`config.mk`:
```
export PLATFORM = sky130hd
export DESIGN_NAME = song_selector
export DESIGN_NICKNAME = d
export VERILOG_FILES = /design/src/rtl/piano_pkg.sv /design/src/rtl/btn_debounce.sv /design/src/rtl/song_selector.sv
export SDC_FILE = /design/constraint.sdc
export NUM_CORES = 1
export LEC_CHECK = 0
export CORE_ASPECT_RATIO = 0.7
export CORE_MARGIN = 2
export CORE_UTILIZATION = 25
export CTS_BUF_LIST = sky130_fd_sc_hd__clkbuf_16
export DETAILED_ROUTE_END_ITERATION = 10
export SLEW_MARGIN = 20
export SYNTH_ARGS = -nofsm -noshare
export SYNTH_HDL_FRONTEND = slang
export SYNTH_SLANG_ARGS = --single-unit
```
`constraint.sdc`:
```
create_clock -name clk -period 4.9 [get_ports clk]
set_input_delay 0.98 -clock clk [delete_from_list [all_inputs] [get_ports clk]]
set_output_delay 0.98 -clock clk [all_outputs]
set_load 0.02 [all_outputs]
```
`src/rtl/piano_pkg.sv`:
```
// Shared definitions for the piano player: transport states, loop modes,
// button indices and top-level mode codes.
package piano_pkg;

  typedef enum logic [1:0] {
    ST_STOPPED = 2'd0,
    ST_PLAYING = 2'd1,
    ST_PAUSED  = 2'd2
  } transport_e;

  // Any loop_mode with bit 1 set behaves as sequential-wrap.
  localparam logic [1:0] LOOP_STOP = 2'b00;
  localparam logic [1:0] LOOP_ONE  = 2'b01;
  localparam logic [1:0] LOOP_SEQ  = 2'b10;

  localparam int BTN_PREV  = 0;
  localparam int BTN_PAUSE = 1;
  localparam int BTN_NEXT  = 2;

  localparam logic [2:0] MODE_AUTO   = 3'b011;
  localparam logic [2:0] MODE_MANUAL = 3'b001;
  localparam logic [2:0] MODE_STUDY  = 3'b111;

endpackage

```
`src/rtl/btn_debounce.sv`:
```
// One button: 2-FF synchroniser, stability counter and a registered
// single-cycle pulse on the debounced rising edge.
module btn_debounce #(
  parameter int DEBOUNCE_CYCLES = 2_000_000
) (
  input  logic clk,
  input  logic rst,
  input  logic btn_raw,
  output logic press
);

  localparam int CNT_W = (DEBOUNCE_CYCLES > 1) ? $clog2(DEBOUNCE_CYCLES + 1) : 1;
  localparam logic [CNT_W-1:0] CNT_LAST = CNT_W'(DEBOUNCE_CYCLES - 1);

  logic             sync1_q, sync2_q;
  logic             level_q, level_prev_q, press_q;
  logic [CNT_W-1:0] cnt_q;

  // NOTE: every register here holds state across edges, so all updates use
  // non-blocking assignments; blocking ones would let sync2_q see btn_raw
  // in the same edge and collapse the synchroniser.
  always_ff @(posedge clk or negedge rst) begin
    if (!rst) begin
      sync1_q      <= 1'b0;
      sync2_q      <= 1'b0;
      level_q      <= 1'b0;
      level_prev_q <= 1'b0;
      press_q      <= 1'b0;
      cnt_q        <= '0;
    end else begin
      sync1_q      <= btn_raw;
      sync2_q      <= sync1_q;
      level_prev_q <= level_q;
      press_q      <= level_q & ~level_prev_q;
      if (sync2_q != level_q) begin
        if (cnt_q == CNT_LAST) begin
          level_q <= sync2_q;
          cnt_q   <= '0;
        end else begin
          cnt_q <= cnt_q + 1'b1;
        end
      end else begin
        cnt_q <= '0;
      end
    end
  end

  assign press = press_q;

endmodule

```
`src/rtl/song_selector.sv`:
```
// Song-selection and transport controller: debounced prev/pause/next buttons,
// STOPPED/PLAYING/PAUSED FSM, end-of-song looping and one-hot song LEDs.
module song_selector
  import piano_pkg::*;
#(
  parameter int NUM_SONGS       = 4,
  parameter int SEL_W           = $clog2(NUM_SONGS),
  parameter int DEBOUNCE_CYCLES = 2_000_000
) (
  input  logic                 clk,
  input  logic                 rst,
  input  logic [2:0]           button,
  input  logic                 enable,
  input  logic [1:0]           loop_mode,
  input  logic                 song_done,
  output logic [SEL_W-1:0]     song_num,
  output logic [NUM_SONGS-1:0] song_onehot,
  output logic                 playing,
  output logic                 paused,
  output logic                 song_start
);

  localparam logic [SEL_W-1:0] LAST_IDX = SEL_W'(NUM_SONGS - 1);

  logic [2:0]       press;
  transport_e       state_q, state_d;
  logic [SEL_W-1:0] idx_q, idx_d;
  logic             pending_q, pending_d;
  logic             start_q, start_d;

  for (genvar b = 0; b < 3; b++) begin : g_btn
    btn_debounce #(.DEBOUNCE_CYCLES(DEBOUNCE_CYCLES)) u_db (
      .clk     (clk),
      .rst     (rst),
      .btn_raw (button[b]),
      .press   (press[b])
    );
  end

  // Wrap explicitly at NUM_SONGS so non-power-of-two song counts work.
  function automatic logic [SEL_W-1:0] idx_inc(input logic [SEL_W-1:0] i);
    return (i == LAST_IDX) ? '0 : i + 1'b1;
  endfunction

  function automatic logic [SEL_W-1:0] idx_dec(input logic [SEL_W-1:0] i);
    return (i == '0) ? LAST_IDX : i - 1'b1;
  endfunction

  // NOTE: each next-state signal takes its hold value first, so no path
  // through the if/case tree leaves it unassigned and no latch is inferred.
  always_comb begin
    state_d   = state_q;
    idx_d     = idx_q;
    pending_d = pending_q;
    start_d   = 1'b0;
    if (!enable) begin
      state_d   = ST_STOPPED;
      pending_d = 1'b0;
    end else if (press[BTN_PAUSE]) begin
      unique case (state_q)
        ST_STOPPED: begin
          state_d   = ST_PLAYING;
          start_d   = 1'b1;
          pending_d = 1'b0;
        end
        ST_PLAYING: state_d = ST_PAUSED;
        ST_PAUSED: begin
          state_d   = ST_PLAYING;
          start_d   = pending_q;
          pending_d = 1'b0;
        end
        default: state_d = ST_STOPPED;
      endcase
    end else if (press[BTN_NEXT] || press[BTN_PREV]) begin
      idx_d = press[BTN_NEXT] ? idx_inc(idx_q) : idx_dec(idx_q);
      if (state_q == ST_PLAYING) start_d   = 1'b1;
      if (state_q == ST_PAUSED)  pending_d = 1'b1;
    end else if (song_done && state_q == ST_PLAYING) begin
      if (loop_mode == LOOP_STOP) begin
        state_d = ST_STOPPED;
      end else if (loop_mode == LOOP_ONE) begin
        start_d = 1'b1;
      end else begin
        idx_d   = idx_inc(idx_q);
        start_d = 1'b1;
      end
    end
  end

  // NOTE: only control registers exist here, and all of them get a defined
  // value on the asynchronous reset so the LEDs and strobe are clean at once.
  always_ff @(posedge clk or negedge rst) begin
    if (!rst) begin
      state_q   <= ST_STOPPED;
      idx_q     <= '0;
      pending_q <= 1'b0;
      start_q   <= 1'b0;
    end else begin
      state_q   <= state_d;
      idx_q     <= idx_d;
      pending_q <= pending_d;
      start_q   <= start_d;
    end
  end

  // Decoded from the index register so LEDs and song_num move on the same edge.
  always_comb begin
    song_onehot = '0;
    for (int i = 0; i < NUM_SONGS; i++) begin
      song_onehot[i] = (idx_q == SEL_W'(i));
    end
  end

  assign song_num   = idx_q;
  assign playing    = (state_q == ST_PLAYING);
  assign paused     = (state_q == ST_PAUSED);
  assign song_start = start_q;

endmodule

```
Word level (Yosys, flattened, before mapping)

Cells that the tools add are included.

Logic and storage cells: 98
Bits in read-only memories: 0
Register bits: 84
Input port bits: 9
Output and inout port bits: 9
Bits in writable memories: 0
Latch bits: 0
Memories kept: 0

Bitwise gates (word level): 7
Shifts and indexed selects: 0
Reductions and logical operators: 13
Mux-type cells: 31
Eq/ne operators: 20
$add $sub $neg: 5
Multipliers: 0
Div/mod/pow operators: 0
$lt $le $gt $ge: 0

Operators by type and width:

| operator                                               | count |
|---|---|
| two-way mux 21 bit                                     | 6 |
| adder 21 x 1 -> 21 bit (second input constant)         | 3 |
| equality test 21 bit (second input constant)           | 3 |
| two-way mux 2 bit                                      | 12 |
| inequality test 3 x 1 -> 1 bit (second input constant) | 4 |
| two-way mux 1 bit                                      | 11 |
| equality test 2 x 1 -> 1 bit (second input constant)   | 3 |
| equality test 2 bit (second input constant)            | 3 |
| zero test 2 bit                                        | 3 |
| AND reduction 2 bit                                    | 3 |
| AND reduction 3 bit                                    | 2 |
| AND reduction 5 bit                                    | 1 |
| inequality test 2 bit (second input constant)          | 2 |
| inverter 1 bit                                         | 4 |
| case mux 2 bit (2 select lines)                        | 1 |
| AND 1 bit                                              | 3 |
| inequality test 1 bit                                  | 3 |
| inequality test 3 x 2 -> 1 bit (second input constant) | 1 |
| inequality test 3 bit (second input constant)          | 1 |
| adder 2 x 1 -> 2 bit (second input constant)           | 1 |
| case mux 1 bit (2 select lines)                        | 1 |
| nonzero test 2 bit                                     | 1 |
| OR reduction 2 bit                                     | 1 |
| subtractor 2 x 1 -> 2 bit (second input constant)      | 1 |
| 2 further kinds                                        | 2 |

Logic depth before layout (Yosys ltp)

Word-level depth: 6
Gate-level depth with buffers: 6
Depth with buffers taken out: 5

By module

Synthesis repeated with hierarchy kept, for this count alone.

Cell total of the unflattened synthesis: 404
Area, all modules: 4,151.5 um^2

Modules (own cells, without submodules):

| module        | area each (um^2) | cells each | seq. area each (um^2) | times used |
|---|---|---|---|---|
| btn_debounce  | 1,253.7          | 122        | 650.6                 | 3 |
| song_selector | 390.4            | 38         | 150.1                 | 1 |

Worst setup path after synthesis

Ideal clock, no wire load.

Path kind: register -> register
Start point: register g_btn[0].u_db.cnt_q[12]
End point: register g_btn[0].u_db.level_q
Stages on the path, launching flop included: 5
Setup time: 125 ps
Path slack: 2,869 ps
Period minus slack after synthesis: 2,031 ps
Data arrival time: 1,906 ps
Data required time: 4,775 ps
Path buffers: 0
Cells stage by stage: dfrtp_1 -> or4_1 -> or4_4 -> nor2_1 -> mux2_2

Word-level cells in the longest chain between the ends: 2

Ends and longest elaborated chain:

| element                       | RTL line           | text |
|---|---|---|
| start, declared               | btn_debounce.sv:17 | `logic [CNT_W-1:0] cnt_q;` |
| start signal, assigned        | btn_debounce.sv:40 | `cnt_q <= cnt_q + 1'b1;` |
| equality test 21 bit          | btn_debounce.sv:36 | `if (cnt_q == CNT_LAST) begin` |
| AND reduction 2 bit (no line) | --                 |  |
| end signal, assigned          | btn_debounce.sv:37 | `level_q <= sync2_q;` |
| end, declared                 | btn_debounce.sv:16 | `logic level_q, level_prev_q, press_q;` |

No other way between the ends.
A chain may end at the register's enable or synchronous reset.

Final worst setup path

Start point: register idx_q[0], in the netlist song_num[0]
End point: output port song_onehot[0]

Word-level cells in the longest chain between the ends: 1

Ends and longest elaborated chain:

| element                | RTL line             | text |
|---|---|---|
| start, declared        | song_selector.sv:27  | `logic [SEL_W-1:0] idx_q, idx_d;` |
| start signal, assigned | song_selector.sv:100 | `idx_q <= idx_d;` |
| zero test 2 bit        | song_selector.sv:110 | `song_onehot[i] = (idx_q == SEL_W'(i));` |
| end, declared          | song_selector.sv:17  | `output logic [NUM_SONGS-1:0] song_onehot,` |

No other way between the ends.

==> summary.txt <==
Place
  • GPL Wtd Cong: between 0.7 and 0.8
  • Port Buf Inserts: 17
  • Dpl ws: 2.59 ns
  • Post-DP Area: between 4000 and 5000 um^2
  • Placed Cells: around 610
  • Post-DP HPWL: approximately 5 mm

Synth
  • Number of distinct library cells after synthesis: 40
  • Top FF cell, synth: dfrtp_1
  • Syn avg cell area: 10.0 um^2
  • Ranking of synthesized cells by area: dfrtp_1 52%, xnor2_1 7.0%, nor2_1 5.3%
  • Count leader, synth: dfrtp_1
  • Sequential-to-total area share from yosys stat: 52.4%
  • Synth top cells by count: 84 x dfrtp_1, 57 x nor2_1, 32 x xnor2_1
  • Synth area leader: dfrtp_1
  • Post-synth net total: between 400 and 500
  • Post-Synthesis Cell Area: ~4000 um^2
  • Post-synth ARST share: 100%
  • Register bit total from synthesis: between 80 and 90
  • Synth warn: 0
  • Post-synthesis cell count: 400
  • Synth top area share: 52.4%
  • Number of synthesized flops with an enable pin: 0

Drt
  • Remaining DRCs: 0
  • Drt pass-1 iters: 4
  • Routed vias/inst: between 4 and 5
  • DR WL/cell: between 10 and 15 um
  • Initial drt markers: just under 200
  • Total Wirelength: about 7.5 mm
  • Routed vias: about 2900
  • ANT nets after route: 0

STA
  • Final Max Tran Viols: 0
  • Final Cycle Share: 54.2%
  • Slew margin rel.: 37.7%
  • Worst-margin pin slew: between 0.9 and 1 ns
  • Fmax: between 0.3 and 0.4 GHz
  • Final WS setup: approximately 2.2 ns
  • RSZ-0062 raised after global routing: no
  • Final Hold Violating Endpoints: 0
  • Setup TNS: 0 ns
  • Endpoints failing setup: 0
  • Final Critical Period: approximately 2.7 ns
  • Clk_skew: 0.00969 ns
  • Fin Hold WS: around 0.35 ns

Clock network
  • CTS tree: yes
  • Clock transition at path regs: about 0.060 ns
  • Longest Clk Path Bufs: 2
  • Setup Fix Bufs, Post-CTS: 0
  • H-tree levels: 3
  • # hold bufs at CTS: 0
  • # clock sinks: between 80 and 90
  • CTS resizes: 0
  • Num CTS Buffers: 9
  • Skew-Pair Late Insertion Delay: roughly 0.34 ns
  • Clock root buffer: clkbuf_16

Power
  • Leakage power: between 1.5 and 2 nW
  • Sw Share: approximately 22%
  • PD cells: 316 nW/um^2
  • Worst IR Drop VDD: about 0.15 mV
  • Cell Int Power: between 1 and 1.5 mW
  • Reg power frac: 47.5%
  • Logic pwr share: slightly above 4%
  • Clock Power Share: 48.5%
  • P_sw: about 0.33 mW

Layout
  • Post-Layout Inst Area: around 4800 um^2
  • Final #Nets: around 440
  • Final-layout fill cell count: between 1500 and 2000
  • Fin cells: around 630
  • Multi-input gate area: 1820 um^2
  • Layout cell share with drive strength beyond 1: roughly 6.3%
  • ANT cells: 0
  • Storage cell area: between 2000 and 2500 um^2
  • Area growth from synthesis to layout: 18.4%

Worst setup path
  • Req. time, crit path: slightly below 4 ns
  • Origin of the worst setup path: song_num[0]$_DFFE_PN0P_
  • Crit Reg-Reg Endpoint: g_btn[1].u_db.cnt_q[18]$_DFF_PN0_
  • R2R setup slack: about 2.6 ns
  • Startpoint types: flip-flop
  • Reg2reg start: g_btn[1].u_db.cnt_q[9]$_DFF_PN0_
  • CP max FO: 6
  • CP Class: flip-flop to output pin
  • Critical path endpoint category: output pin
  • CP endpoint: song_onehot[0]
  • WP data arrival: roughly 1.7 ns
  • R2R depth: 5

Floorplan
  • FP Rows: 38
  • CORE AREA: ~16000 um^2
  • IO Count: 18
  • Die height: ~110 um
  • Die ar.: approximately 17000 um^2
  • Initial core utilization: between 20% and 30%
  • Die Span X: between 150 and 200 um

GRT
  • Initial antenna violation count: 0
  • GRT Resource Usage Total: around a tenth
  • First-pass GRT wire length: 13.3 mm
  • Vias in the first global route: slightly below 3000
  • Overflow after GRT: 0
  • Largest net degree at the start of global routing: 85

Hold path
  • Hold Path Class: flip-flop to flip-flop

Status
  • Status: finished, final reports clean

Flow run
  • Total of max-cap violations: 0
==> cell type report <==
cell class,count,area share [%]
Timing Repair Buffer,19,3.92
Clock inverter,7,2.05
Inverter,18,1.42
Tap cell,200,5.27
Multi-Input combinational cell,291,38.4
Sequential cell,84,44.2
Clock buffer,9,4.74
==> per-layer routing <==
layer,global-route usage (%),up-vias,part of all wire [%]
met5,0,-,0
met2,15.0,50,43
met1,12.6,1424,52
met4,3.93,0,1.4
li1,-,1463,-
met3,2.46,8,3.8
==> power groups by stage <==
stage | Sequential [mW] | Combinational [mW] | Clock [mW]
after detailed placement | 0.726 | 0.0624 | 0
after floorplan | 0.725 | 0.0286 | 0
after global placement | 0.725 | 0.0611 | 0
after CTS | 0.713 | 0.0626 | 0.750
final | 0.712 | 0.0609 | 0.727
after global routing | 0.713 | 0.0705 | 0.785
==> registers in the layout, indices dropped and copies added, names as in the netlist <==
register,cells
g_btn.u_db.cnt_q,63
g_btn.u_db.level_prev_q,3
g_btn.u_db.level_q,3
g_btn.u_db.press,3
g_btn.u_db.sync1_q,3
g_btn.u_db.sync2_q,3
song_num,2
state_q,2
pending_q,1
song_start,1
==> worst min path at each step <==
stage	start	endpoint	slack, ns	cells after the start
6_report	g_btn[1].u_db.sync1_q$_DFF_PN0_	g_btn[1].u_db.sync2_q$_DFF_PN0_	0.35	0
5_1_grt	g_btn[1].u_db.sync1_q$_DFF_PN0_	g_btn[1].u_db.sync2_q$_DFF_PN0_	0.36	0
4_1_cts	g_btn[1].u_db.sync1_q$_DFF_PN0_	g_btn[1].u_db.sync2_q$_DFF_PN0_	0.35	0
3_5_place_dp	g_btn[1].u_db.sync1_q$_DFF_PN0_	g_btn[1].u_db.sync2_q$_DFF_PN0_	0.34	0
3_3_place_gp	g_btn[1].u_db.sync1_q$_DFF_PN0_	g_btn[1].u_db.sync2_q$_DFF_PN0_	0.34	0
2_1_floorplan	g_btn[0].u_db.sync1_q$_DFF_PN0_	g_btn[0].u_db.sync2_q$_DFF_PN0_	0.33	0
==> worst max-delay path: stages (launching register included) <==
cell and delay, ns:
dfrtp_1 0.43, inv_1 0.11, ha_1 0.18, clkdlybuf4s50_1 0.61
==> stage by stage <==
step                utilization [%]  total power, mW
detailed placement             28.4            0.788
CTS                            30.4             1.53
floorplan                         -            0.754
finish                         30.5             1.50
global route                   30.5             1.57
global placement               28.4            0.786
==> cell usage in the layout, fill, tap and decap left out, types with 2 or more instances in the layout <==
cell and instances:
mux2_2 3, o31ai_1 4, nor2b_1 6, nand4b_1 3, clkdlybuf4s50_1 16, ha_1 7, inv_1 18, nand3_1 20
dfrtp_1 84, xnor2_1 32, or3_1 13, or4_1 10, nor4_1 14, nor4b_1 3, nand2_1 23, inv_6 2
nand4_1 15, nand2b_1 3, clkinvlp_4 2, buf_4 2, nor2_1 57, a21boi_0 2, xor2_1 13, and4_1 5
bufinv_16 2, clkbuf_16 9, o21ai_0 15, nor3_1 8, a21oi_1 19
==> kinds of logic (layout without fill, tap and decap cells) <==
family / after synthesis / in the layout / share of synthesized area [%]
muxes: 4 / 4 / 1.09
DFF: 84 / 84 / 52.4
buffers and inverters: 25 / 53 / 2.52
xor gates and xnor gates: 45 / 45 / 9.82
AOI/OAI and AO/OA: 47 / 47 / 7.05
and+or+nand+nor: 188 / 188 / 25.0
adders and majority gates: 7 / 7 / 2.18
Power figures use the tool's default switching activity.
==> RTL edit: new RTL, config.mk and constraints unchanged <==
Re-encode `transport_e` (3 values) as one-hot, 3 bits wide.
--- a/src/rtl/piano_pkg.sv
+++ b/src/rtl/piano_pkg.sv
@@ -2,10 +2,10 @@
 // button indices and top-level mode codes.
 package piano_pkg;
 
-  typedef enum logic [1:0] {
-    ST_STOPPED = 2'd0,
-    ST_PLAYING = 2'd1,
-    ST_PAUSED  = 2'd2
+  typedef enum logic [2:0] {
+    ST_STOPPED = 3'b001,
+    ST_PLAYING = 3'b010,
+    ST_PAUSED  = 3'b100
   } transport_e;
 
   // Any loop_mode with bit 1 set behaves as sequential-wrap.
Function: no difference found for any inputs over 10 cycles, from zero or initial values and one cycle with rst low; not proved beyond that.
==> RTL edit against the original RTL <==
Cell count is 6.1% higher; design area rose by 2.5%; routed wire length rose by 7.8%; area after synthesis increased by 3.9%; setup slack worse by 270 ps; worst hold slack improved by 1.8 ps; first-iteration DRC count is 9.3% lower; via count increased by 2.1%; total power is 5.6% lower; clock skew decreased by 5.1 ps; sequential cell count increased by 1; highest routed layer unchanged.
==> RTL edit: results (changes against the original RTL) <==
stage,metric,value,unit,change
run_status,status,finished clean,,
place,DP HPWL,5.67,mm,+14%
setup_path,Worst R2R Start,g_btn[1].u_db.cnt_q[2]$_DFF_PN0_,,
power_and_ir_drop,Comb power,0.0453,mW,-26%
logic_synthesis,"Net Count, Synth",432,,+3.8%
finish,fin nets,452,,+3.0%
power_and_ir_drop,clock group total power,0.653,mW,-10%
setup_path,crit path DAT,1950,ps,+270 ps
logic_synthesis,complex-gate fraction of the synthesized area,8.28,%,+1.2 points
logic_synthesis,register area share after synthesis,51.1,%,-1.3 points
grt,met3 Use GR,2.74,%,+0.28 points
place,placer congestion estimate,0.846,,+7.4%
place,setup slack at placement,2360,ps,-232 ps
sta,worst setup margin,1970,ps,-269 ps
power_and_ir_drop,Leakage,1.91,nW,+4.2%
worst_hold_path,Worst Hold End,g_btn[2].u_db.sync2_q$_DFF_PN0_,,
sta,Least-Margin Pin Slew,777,ps,-152 ps
setup_path,FF-to-FF path depth,4,,-1
route,routed len/inst,12.1,um,+1.7%
place,dpl cell area,4590,um^2,+3.6%
route,met3 routed WL,297,um,+5.7%
grt,vias in the first global route,3008,,+3.2%
route,met2 wire length,3.42,mm,+7.4%
finish,fill count,1729,,+10%
logic_synthesis,Post-Synth XOR/XNOR Area,9.66,%,-0.16 points
power_and_ir_drop,Gate power share,3.2,%,-0.9 points
logic_synthesis,Cell variety after synth,52,,+30%
sta,Final Skew,4.62,ps,-5.07 ps
finish,layout cells sized above 1,7.03,%,+0.72 points
route,Met1 Wirelength,4.22,mm,+8.2%
logic_synthesis,adder-cell share of the synthesized area,2.10,%,-0.081 points
grt,largest net degree at the start of global routing,61,,-28%
RTL edit: logic make-up (layout without fill, tap and decap cells):
kind of cell / after synthesis / count (layout)
xor gates and xnor gates: 46 / 46
DFF: 85 / 85
adders and majority gates: 7 / 7
buffers and inverters: 28 / 53
AOI/OAI and AO/OA: 52 / 52
muxes: 5 / 5
and+or+nand+nor: 193 / 193
RTL edit: per-stage QoR:
| stage | hold WS [ps] | instances |
|---|---|---|
| after floorplan | 331 | 416 |
| after global placement | 336 | 650 |
| after detailed placement | 335 | 650 |
| after CTS | 348 | 666 |
| after global routing | 358 | 666 |
| final | 348 | 666 |
RTL edit: area by class of cell:
cell class	count	area [um^2]	area share, %
clock buffer	9	225	4.62
timing repair buffer	18	175	3.60
clock inverter	7	58.8	1.21
inverter	19	71.3	1.46
tap	225	282	5.78
multi-input combinational	303	1930	39.6
sequential	85	2130	43.7
RTL edit: worst max-delay path: stages, from the launching register on:
cell	delay, ps
dfrtp_1	490
nor3b_1	420
clkdlybuf4s50_1	700
